## config.mk

```make
export PLATFORM = sky130hd
export DESIGN_NAME = vending_session_ctrl
export DESIGN_NICKNAME = d
export VERILOG_FILES = /design/src/rtl/vending_pkg.sv /design/src/rtl/vending_timeout.sv /design/src/rtl/vending_session_ctrl.sv
export SDC_FILE = /design/constraint.sdc
export NUM_CORES = 1
export LEC_CHECK = 0
export ABC_AREA = 1
export BUFFER_PORTS_ARGS = -buffer_cell sky130_fd_sc_hd__buf_2
export CAP_MARGIN = 0
export CORE_UTILIZATION = 35
export CTS_BUF_LIST = sky130_fd_sc_hd__clkbuf_2 sky130_fd_sc_hd__clkbuf_4 sky130_fd_sc_hd__clkbuf_8
export CTS_CLUSTER_DIAMETER = 200
export DETAILED_ROUTE_END_ITERATION = 6
export PLACE_DENSITY_LB_ADDON = 0.15
export SETUP_SLACK_MARGIN = 0.4
export SLEW_MARGIN = 20
export SYNTH_ARGS = -nofsm -noshare
export SYNTH_HDL_FRONTEND = slang
export SYNTH_SLANG_ARGS = --single-unit
```

## constraint.sdc

```tcl
create_clock -name clk -period 3.84 [get_ports clk]
set_input_delay 0.768 -clock clk [delete_from_list [all_inputs] [get_ports clk]]
set_output_delay 0.768 -clock clk [all_outputs]
set_load 0.005 [all_outputs]
```

## src/rtl/vending_pkg.sv

```systemverilog
// Shared coin codes, coin values, refund unit and session state encoding for the vending controller.
package vending_pkg;

  localparam logic [1:0] COIN_NONE = 2'b00;
  localparam logic [1:0] COIN_5    = 2'b01;
  localparam logic [1:0] COIN_10   = 2'b10;
  localparam logic [1:0] COIN_BAD  = 2'b11;

  localparam int unsigned COIN_5_VAL  = 5;
  localparam int unsigned COIN_10_VAL = 10;
  localparam int unsigned REFUND_UNIT = 5;

  typedef enum logic [1:0] {
    IDLE     = 2'd0,
    COLLECT  = 2'd1,
    DISPENSE = 2'd2,
    CHANGE   = 2'd3
  } state_t;

  function automatic int unsigned coin_value(input logic [1:0] code);
    case (code)
      COIN_5:  return COIN_5_VAL;
      COIN_10: return COIN_10_VAL;
      default: return 0;
    endcase
  endfunction

endpackage

```

## src/rtl/vending_timeout.sv

```systemverilog
// Inactivity counter: o_tc is combinational on the enabled edge that would reach TIMEOUT_CYC.
// Clear dominates; the count restarts from zero after terminal count.
module vending_timeout #(
  parameter int unsigned TIMEOUT_CYC = 6144
) (
  input  logic i_clk,
  input  logic i_rst_n,
  input  logic i_clr,
  input  logic i_en,
  output logic o_tc
);

  localparam int unsigned CNT_W = (TIMEOUT_CYC > 1) ? $clog2(TIMEOUT_CYC) : 1;
  localparam logic [CNT_W-1:0] LAST_CNT = CNT_W'(TIMEOUT_CYC - 1);

  logic [CNT_W-1:0] r_cnt;

  assign o_tc = i_en && !i_clr && (r_cnt == LAST_CNT);

  always_ff @(posedge i_clk or negedge i_rst_n) begin
    if (!i_rst_n) begin
      r_cnt <= '0;
    end else if (i_clr || o_tc) begin
      r_cnt <= '0;
    end else if (i_en) begin
      r_cnt <= r_cnt + CNT_W'(1);
    end
  end

endmodule

```

## src/rtl/vending_session_ctrl.sv

```systemverilog
// Vending session FSM: credits coins, latches a selection, runs the dispenser handshake, pays change.
// Coin-to-credit 1 cycle; disp_req held until disp_ack; coins refused outside IDLE/COLLECT.
module vending_session_ctrl #(
  parameter int unsigned CREDIT_W    = 7,
  parameter int unsigned MAX_CREDIT  = 60,
  parameter int unsigned PRICE0      = 15,
  parameter int unsigned PRICE1      = 20,
  parameter int unsigned PRICE2      = 25,
  parameter int unsigned PRICE3      = 30,
  parameter int unsigned TIMEOUT_CYC = 6144
) (
  input  logic                clk,
  input  logic                rst,
  input  logic [1:0]          coin,
  input  logic                sel_valid,
  input  logic [1:0]          sel_id,
  input  logic                cancel,
  input  logic                disp_ack,
  output logic                disp_req,
  output logic [1:0]          disp_id,
  output logic                vend_done,
  output logic                chg_pulse,
  output logic                coin_reject,
  output logic [CREDIT_W-1:0] credit,
  output logic                busy
);

  import vending_pkg::*;

  localparam logic [CREDIT_W-1:0] PRICE0_C = CREDIT_W'(PRICE0);
  localparam logic [CREDIT_W-1:0] PRICE1_C = CREDIT_W'(PRICE1);
  localparam logic [CREDIT_W-1:0] PRICE2_C = CREDIT_W'(PRICE2);
  localparam logic [CREDIT_W-1:0] PRICE3_C = CREDIT_W'(PRICE3);
  localparam logic [CREDIT_W-1:0] REFUND_C = CREDIT_W'(REFUND_UNIT);
  localparam logic [CREDIT_W:0]   MAX_C    = (CREDIT_W+1)'(MAX_CREDIT);

  state_t              r_state,       w_state_nxt;
  logic [CREDIT_W-1:0] r_credit,      w_credit_nxt;
  logic                r_sel_vld,     w_sel_vld_nxt;
  logic [1:0]          r_sel_id,      w_sel_id_nxt;
  logic                r_chg_phase,   w_chg_phase_nxt;
  logic                r_vend_done,   w_vend_done_nxt;
  logic                r_coin_reject, w_coin_reject_nxt;

  logic [CREDIT_W-1:0] w_price;
  logic [CREDIT_W-1:0] w_coin_val;
  logic [CREDIT_W:0]   w_coin_sum;
  logic                w_coin_present;
  logic                w_coin_valid;
  logic                w_coin_ok;
  logic                w_can_vend;
  logic [CREDIT_W-1:0] w_vend_left;
  logic [CREDIT_W-1:0] w_refund_left;
  logic                w_to_clr;
  logic                w_to_en;
  logic                w_to_tc;

  always_comb begin
    case (r_sel_id)
      2'd0:    w_price = PRICE0_C;
      2'd1:    w_price = PRICE1_C;
      2'd2:    w_price = PRICE2_C;
      default: w_price = PRICE3_C;
    endcase
  end

  assign w_coin_val     = CREDIT_W'(coin_value(coin));
  assign w_coin_sum     = {1'b0, r_credit} + {1'b0, w_coin_val};
  assign w_coin_present = (coin != COIN_NONE);
  assign w_coin_valid   = (coin == COIN_5) || (coin == COIN_10);
  assign w_coin_ok      = w_coin_valid && (w_coin_sum <= MAX_C);
  assign w_can_vend     = r_sel_vld && (r_credit >= w_price);
  assign w_vend_left    = (r_credit >= w_price)  ? (r_credit - w_price)  : '0;
  assign w_refund_left  = (r_credit >= REFUND_C) ? (r_credit - REFUND_C) : '0;

  // Any coin activity or selection counts as user activity and restarts the inactivity window.
  assign w_to_en  = (r_state == COLLECT);
  assign w_to_clr = !w_to_en || w_coin_present || sel_valid;

  vending_timeout #(
    .TIMEOUT_CYC (TIMEOUT_CYC)
  ) u_timeout (
    .i_clk   (clk),
    .i_rst_n (rst),
    .i_clr   (w_to_clr),
    .i_en    (w_to_en),
    .o_tc    (w_to_tc)
  );

  always_comb begin
    w_state_nxt       = r_state;
    w_credit_nxt      = r_credit;
    w_sel_vld_nxt     = r_sel_vld;
    w_sel_id_nxt      = r_sel_id;
    w_chg_phase_nxt   = 1'b0;
    w_vend_done_nxt   = 1'b0;
    w_coin_reject_nxt = 1'b0;

    case (r_state)
      IDLE: begin
        if (w_coin_valid) begin
          w_credit_nxt = w_coin_val;
          w_state_nxt  = COLLECT;
        end else if (w_coin_present) begin
          w_coin_reject_nxt = 1'b1;
        end
        if (sel_valid) begin
          w_sel_vld_nxt = 1'b1;
          w_sel_id_nxt  = sel_id;
          w_state_nxt   = COLLECT;
        end
      end

      COLLECT: begin
        if (w_to_tc || cancel) begin
          w_state_nxt       = (r_credit == '0) ? IDLE : CHANGE;
          w_sel_vld_nxt     = 1'b0;
          w_sel_id_nxt      = '0;
          w_coin_reject_nxt = w_coin_present;
        end else if (w_can_vend) begin
          // Selection is frozen on this edge so disp_id matches the price just checked.
          w_state_nxt       = DISPENSE;
          w_coin_reject_nxt = w_coin_present;
        end else begin
          if (w_coin_ok) begin
            w_credit_nxt = w_coin_sum[CREDIT_W-1:0];
          end else if (w_coin_present) begin
            w_coin_reject_nxt = 1'b1;
          end
          if (sel_valid) begin
            w_sel_vld_nxt = 1'b1;
            w_sel_id_nxt  = sel_id;
          end
        end
      end

      DISPENSE: begin
        w_coin_reject_nxt = w_coin_present;
        if (disp_ack) begin
          w_credit_nxt    = w_vend_left;
          w_vend_done_nxt = 1'b1;
          w_sel_vld_nxt   = 1'b0;
          w_sel_id_nxt    = '0;
          w_state_nxt     = (w_vend_left == '0) ? IDLE : CHANGE;
        end
      end

      CHANGE: begin
        w_coin_reject_nxt = w_coin_present;
        if (!r_chg_phase) begin
          w_credit_nxt    = w_refund_left;
          w_chg_phase_nxt = (w_refund_left != '0);
          if (w_refund_left == '0) begin
            w_state_nxt = IDLE;
          end
        end
      end

      default: begin
        w_state_nxt = IDLE;
      end
    endcase
  end

  always_ff @(posedge clk or negedge rst) begin
    if (!rst) begin
      r_state       <= IDLE;
      r_credit      <= '0;
      r_sel_vld     <= 1'b0;
      r_sel_id      <= '0;
      r_chg_phase   <= 1'b0;
      r_vend_done   <= 1'b0;
      r_coin_reject <= 1'b0;
    end else begin
      r_state       <= w_state_nxt;
      r_credit      <= w_credit_nxt;
      r_sel_vld     <= w_sel_vld_nxt;
      r_sel_id      <= w_sel_id_nxt;
      r_chg_phase   <= w_chg_phase_nxt;
      r_vend_done   <= w_vend_done_nxt;
      r_coin_reject <= w_coin_reject_nxt;
    end
  end

  assign disp_req    = (r_state == DISPENSE);
  assign disp_id     = r_sel_id;
  assign chg_pulse   = (r_state == CHANGE) && !r_chg_phase;
  assign busy        = (r_state != IDLE);
  assign credit      = r_credit;
  assign vend_done   = r_vend_done;
  assign coin_reject = r_coin_reject;

endmodule
```

# Word-level counts from Yosys, hierarchy flattened
# Cells that the tools add are included.
[word_totals]
register_bits = 28
input_bits = 9
word_cells = 103
[op_classes]
n_addsub = 4
magnitude_cmp = 3
eq_ne = 18
mux = 43
reduce_logical = 27
[op_table]
columns = ["op", "n"]
rows = [
  ["two-way mux 7 bit", 8],
  ["one-hot mux 7 bit (4 select lines)", 1],
  ["two-way mux 13 bit", 2],
  ["two-way mux 2 bit", 13],
  ["logical NOT 7 bit", 3],
  ["one-hot mux 5 bit (3 select lines)", 1],
  ["!= test 2 bit (second input constant)", 7],
  ["adder 13 x 1 -> 13 bit (second input constant)", 1],
  ["equality test 13 bit (second input constant)", 1],
  ["two-way mux 1 bit", 13],
  ["!= test 3 bit (second input constant)", 3],
  ["adder 7 x 7 -> 8 bit", 1],
  ["equality test 2 bit (second input constant)", 4],
  ["less-or-equal comparator 8 x 6 -> 1 bit (second input constant)", 1],
  ["one-hot mux 2 bit (4 select lines)", 1],
  ["one-hot mux 4 bit (2 select lines)", 1],
  [">= comparator 7 x 3 -> 1 bit (second input constant)", 1],
  [">= comparator 7 bit", 1],
  ["nonzero test 7 bit", 1],
  ["subtractor 7 x 3 -> 7 bit (second input constant)", 1],
  ["subtractor 7 bit", 1],
  ["equality test 2 x 1 -> 1 bit (second input constant)", 3],
  ["one-hot mux 1 bit (3 select lines)", 2],
  ["one-hot mux 2 bit (3 select lines)", 1],
  ["10 further kinds", 23],
]

# Logic depth before layout (Yosys ltp)
[depth]
word_depth = 10
ltp_mapped = 19

# Cells and area by module
# A second synthesis with hierarchy kept.
[unflattened]
cells_unflattened = 450
hier_area_um2 = 2801.4
[by_module_without_submodules]
columns = ["mod", "n_inst", "cells_per_inst", "area_per_inst_um2", "seq_area_each_um2"]
rows = [
  ["vending_session_ctrl", 1, 330, 1965.6, 375.4],
  ["vending_timeout", 1, 120, 835.8, 325.3],
]

# Least setup slack after synthesis
# Ideal clock, no wire load.
[synth_path]
path_type = "input to register"
startpoint = "input port coin[0]"
endpoint = "register r_credit[2] (netlist: credit[2])"
setup_ps = 118
t_arrival_ps = 2339
t_required_ps = 3722
setup_slack_ps = 1383
cell_stages = 19
path_buffers = 0
path_cell_list = "inv_1 ha_1 inv_2 nand2_1 nand2_1 inv_1 ha_1 inv_1 nand2_1 nand2_1 nand2_1 nor2_1 nand3_2 nor2_4 nand2_1 nand3_1 nand2_2 nand3_1 nand2_1"
[synth_via]
elab_chain_cells = 9
word_cells_on_any_way = 23
cone_classes = "1 x add/sub; 1 x order compare; 5 x eq/ne; 6 x mux; 10 x reduce/logical"
[synth_lines]
columns = ["item", "line_no", "source"]
rows = [
  ["start: declaration", "vending_session_ctrl.sv:14", "input logic [1:0] coin,"],
  ["branches (longest 9 deep; another with adder 7 x 7 -> 8 bit)", "-", ""],
  ["end signal: assignment", "vending_session_ctrl.sv:176", "r_credit <= w_credit_nxt;"],
  ["end: declaration", "vending_session_ctrl.sv:38", "logic [CREDIT_W-1:0] r_credit, w_credit_nxt;"],
]
# Several ways; the timed one is not identified. The select of a mux whose other input is x is not followed.
# A chain may end at the register's enable or synchronous reset.

# Worst setup path after layout
[layout_path]
startpoint = "register r_sel_id[0] (netlist: disp_id[0])"
endpoint = "register r_state[1]"
[layout_via]
elab_chain_cells = 8
word_cells_on_any_way = 14
cone_classes = "1 x add/sub; 1 x order compare; 3 x eq/ne; 5 x mux; 4 x reduce/logical"
[layout_lines]
columns = ["item", "line_no", "source"]
rows = [
  ["start: declaration", "vending_session_ctrl.sv:40", "logic [1:0] r_sel_id, w_sel_id_nxt;"],
  ["start signal: assignment", "vending_session_ctrl.sv:178", "r_sel_id <= w_sel_id_nxt;"],
  ["equality test 2 bit (tied with other cells)", "vending_session_ctrl.sv:59", "case (r_sel_id)"],
  ["one-hot mux 5 bit (3 select lines) *", "vending_session_ctrl.sv:59", ""],
  ["subtractor 7 bit or >= comparator 7 bit (tied branches)", "vending_session_ctrl.sv:73, vending_session_ctrl.sv:72", ""],
  ["two-way mux 7 bit", "vending_session_ctrl.sv:73", "assign w_vend_left = (r_credit >= w_price) ? (r_credit - w_price) : '0;"],
  ["logical NOT 7 bit", "vending_session_ctrl.sv:144", "w_state_nxt = (w_vend_left == '0) ? IDLE : CHANGE;"],
  ["two-way mux 2 bit", "vending_session_ctrl.sv:144", ""],
  ["two-way mux 2 bit", "vending_session_ctrl.sv:139", "if (disp_ack) begin"],
  ["one-hot mux 2 bit (4 select lines)", "vending_session_ctrl.sv:99", "case (r_state)"],
  ["end signal: assignment", "vending_session_ctrl.sv:175", "r_state <= w_state_nxt;"],
  ["end: declaration", "vending_session_ctrl.sv:37", "state_t r_state, w_state_nxt;"],
]
# Every way passes the cells marked *; elsewhere a longest branch is shown, timed or not. The select of a mux whose other input is x is not followed.

==> run_results.csv <==
group,metric,value,unit
sta,rsz0062_at_grt,"no",
clock_tree,cts_setup_buffers,0,
logic_synthesis,synth_top_area_share,0.2508,
sta,fin_tns_setup,0,ns
clock_tree,path_clk_slew,0.09,ns
detailed_routing,viasPerCell,4.865,
grt,grt_use_total,0.1899,
placed_design,port-buffer-count,22,
sta,setup_viol,0,
clock_tree,numCtsBuffers,3,
cells_and_area,area_growth,9.001,%
logic_synthesis,yosys_warnings,0,
clock_tree,numClockSinks,28,
power_and_ir_drop,vdd_ir_drop_max,0.0003265,V
clock_tree,insertion_delay,0.28,ns
clock_tree,cts-root-buf,"clkbuf_8",
clock_tree,postCtsResizedCells,0,
detailed_routing,first_pass_iters,4,
sta,max_slew.worst_pin.slew,0.6481,ns
logic_synthesis,synth_top_area_cell,"dfrtp_1",
cells_and_area,drive_gt1_frac,0.1544,
placed_design,gp_congestion,0.8688,
cells_and_area,diodes,0,
cells_and_area,final_cell_mix,"130 x nand2_1, 50 x inv_1, 43 x nor2_1",
detailed_routing,drc,0,
clock_tree,h-tree-depth,1,
worst_setup_path,critPathKind,"flip-flop to flip-flop",
logic_synthesis,syn-cell-area,2794,sq um
sta,period_share,0.7188,
logic_synthesis,yosysSeqAreaShare,0.2508,
worst_hold_path,hold_path.class,"flip-flop to flip-flop",
logic_synthesis,ys_types,37,
sta,holdWs,0.4614,ns
detailed_routing,wl,7351,microns
die,core,7727,sq um
cells_and_area,final_common_cell,"nand2_1",
power_and_ir_drop,p_leak,1.657,nW
die,die_w,91.35,microns
logic_synthesis,syn_nets,461,
clock_tree,cts_hold_buf,0,
logic_synthesis,synth_cells,428,
status,status,"complete, no violations",
detailed_routing,post_drt_wl_per_cell,13.39,microns
worst_setup_path,cp_data_required_time,4.00,ns
detailed_routing,num_vias,2671,
worst_setup_path,end_kind,"flip-flop",
clock_tree,cts_tree,"done",
die,io_pins,23,
sta,fmax,362.3,MHz
sta,relSlewSlack,0.5680,
detailed_routing,drtIter0Drc,201,
die,rows,32,
die,die_area,8344,sq um
grt,antenna_found_initial,0,
flow_run,cap_violations,0,
cells_and_area,nNetsFinal,481,
logic_synthesis,syn_area_per_cell,6.528,sq um
placed_design,post-dp-hpwl,5905,microns
grt,grt_max_degree,29,
grt,grt_pass1_wl,12620,microns
sta,fin_worst_skew,0.009226,ns
clock_tree,clockBufferDepth,2,
logic_synthesis,yosys-top-cells-area,"dfrtp_1 25%, nand2_1 17%, ha_1 10%",
grt,grt_pass1_vias,2594,
worst_setup_path,critPathArrivalTime,2.92,ns
logic_synthesis,synth_seq_cells,28,
worst_setup_path,worstSetupStartpointType,"flip-flop",
sta,period_needed,2.760,ns
detailed_routing,ant_nets,0,
power_and_ir_drop,p_per_area,689.1,nW/um^2
grt,overflow,0,
die,die_h,91.35,microns
sta,drv_slew,0,
die,start_util,0.3616,
worst_setup_path,crit_fanout,11,
sta,finalHoldViolCount,0,
==> metrics by stage <==
stage	total power, mW	cell area [sq um]	worst slack [ns]	util	instances
after floorplan	1.556	2794	1.383	-	428
after global placement	1.911	2990	1.078	0.3870	545
after detailed placement	1.914	2990	1.026	0.3870	545
after CTS	2.105	3045	1.091	0.3941	549
after global routing	2.353	3045	0.7421	0.3941	549
final	2.099	3045	1.080	0.3941	549
==> critical path, stage by stage (launching register included) <==
cell and delay, ns:
dfrtp_1 0.37, inv_1 0.12, ha_1 0.22, ha_1 0.33
a21oi_1 0.29, nand2_1 0.07, nand3b_1 0.39, nand2_1 0.26
nand2_1 0.11, nor2_1 0.10, nor2_1 0.07, nand2_1 0.10
nor2_1 0.04, o21ai_1 0.09, nand2_1 0.07
==> where the power goes <==
part	leakage, nW	switching, mW	internal [mW]
Sequential	0.378	0.119	0.357
Combinational	1.25	0.949	0.490
Clock	0.0288	0.0913	0.0919
==> per-layer routing <==
metal,global-route usage,wire (microns),part of all wire
met3,0.01675,240,0.033
met4,0.05556,109,0.015
met2,0.3194,3409,0.46
met1,0.2585,3592,0.49
met5,0,0,0
==> synthesized netlist by cell type, drive strengths merged <==
cell type and n:
ha 23, o21a 1, o21ai 20, clkbuf 2
a21oi 17, nor3b 3, xor2 4, inv 60
nand2 142, xnor2 2, nand3b 4, nand3 46
nor2 49, a22oi 1, dfrtp 28, o21bai 2
nand4 9, buf 6, fa 1, a31oi 1
nor3 7
==> state kept, by name, summed over array words and instances, names as in the netlist <==
name	flops
disp_id	2
r_state	2
r_chg_phase	1
vend_done	1
u_timeout.r_cnt	13
coin_reject	1
credit	7
r_sel_vld	1
==> cell type report <==
cell class	instances	area, sq um
tap	102	127.6
clock buffer	4	55.05
inverter	60	225.2
sequential	28	700.7
multi-input combinational	332	1819
timing repair buffer	23	117.6
fill	850	4682
==> kinds of logic after synthesis <==
group / synth area share
AO/OA/AOI/OAI: 0.09405
AND/OR/NAND/NOR: 0.4281
buffers and inverters: 0.09807
XOR/XNOR: 0.01881
flip-flops: 0.2508
adder cells (fa/ha/maj): 0.1102
==> final timing paths <==
check | startpoint | endpoint | slack [ns] | cells after the start
min reg2reg | r_chg_phase | r_chg_phase | 0.46 | 1
max reg2reg | disp_id[0] | r_state[1] | 1.08 | 14
max in group asynchronous | rst | disp_id[1] | 2.91 | 1
max | disp_id[0] | r_state[1] | 1.08 | 14
min in group asynchronous | rst | u_timeout.r_cnt[0] | 0.50 | 1
min | r_chg_phase | r_chg_phase | 0.46 | 1
Power figures use the tool's default switching activity.
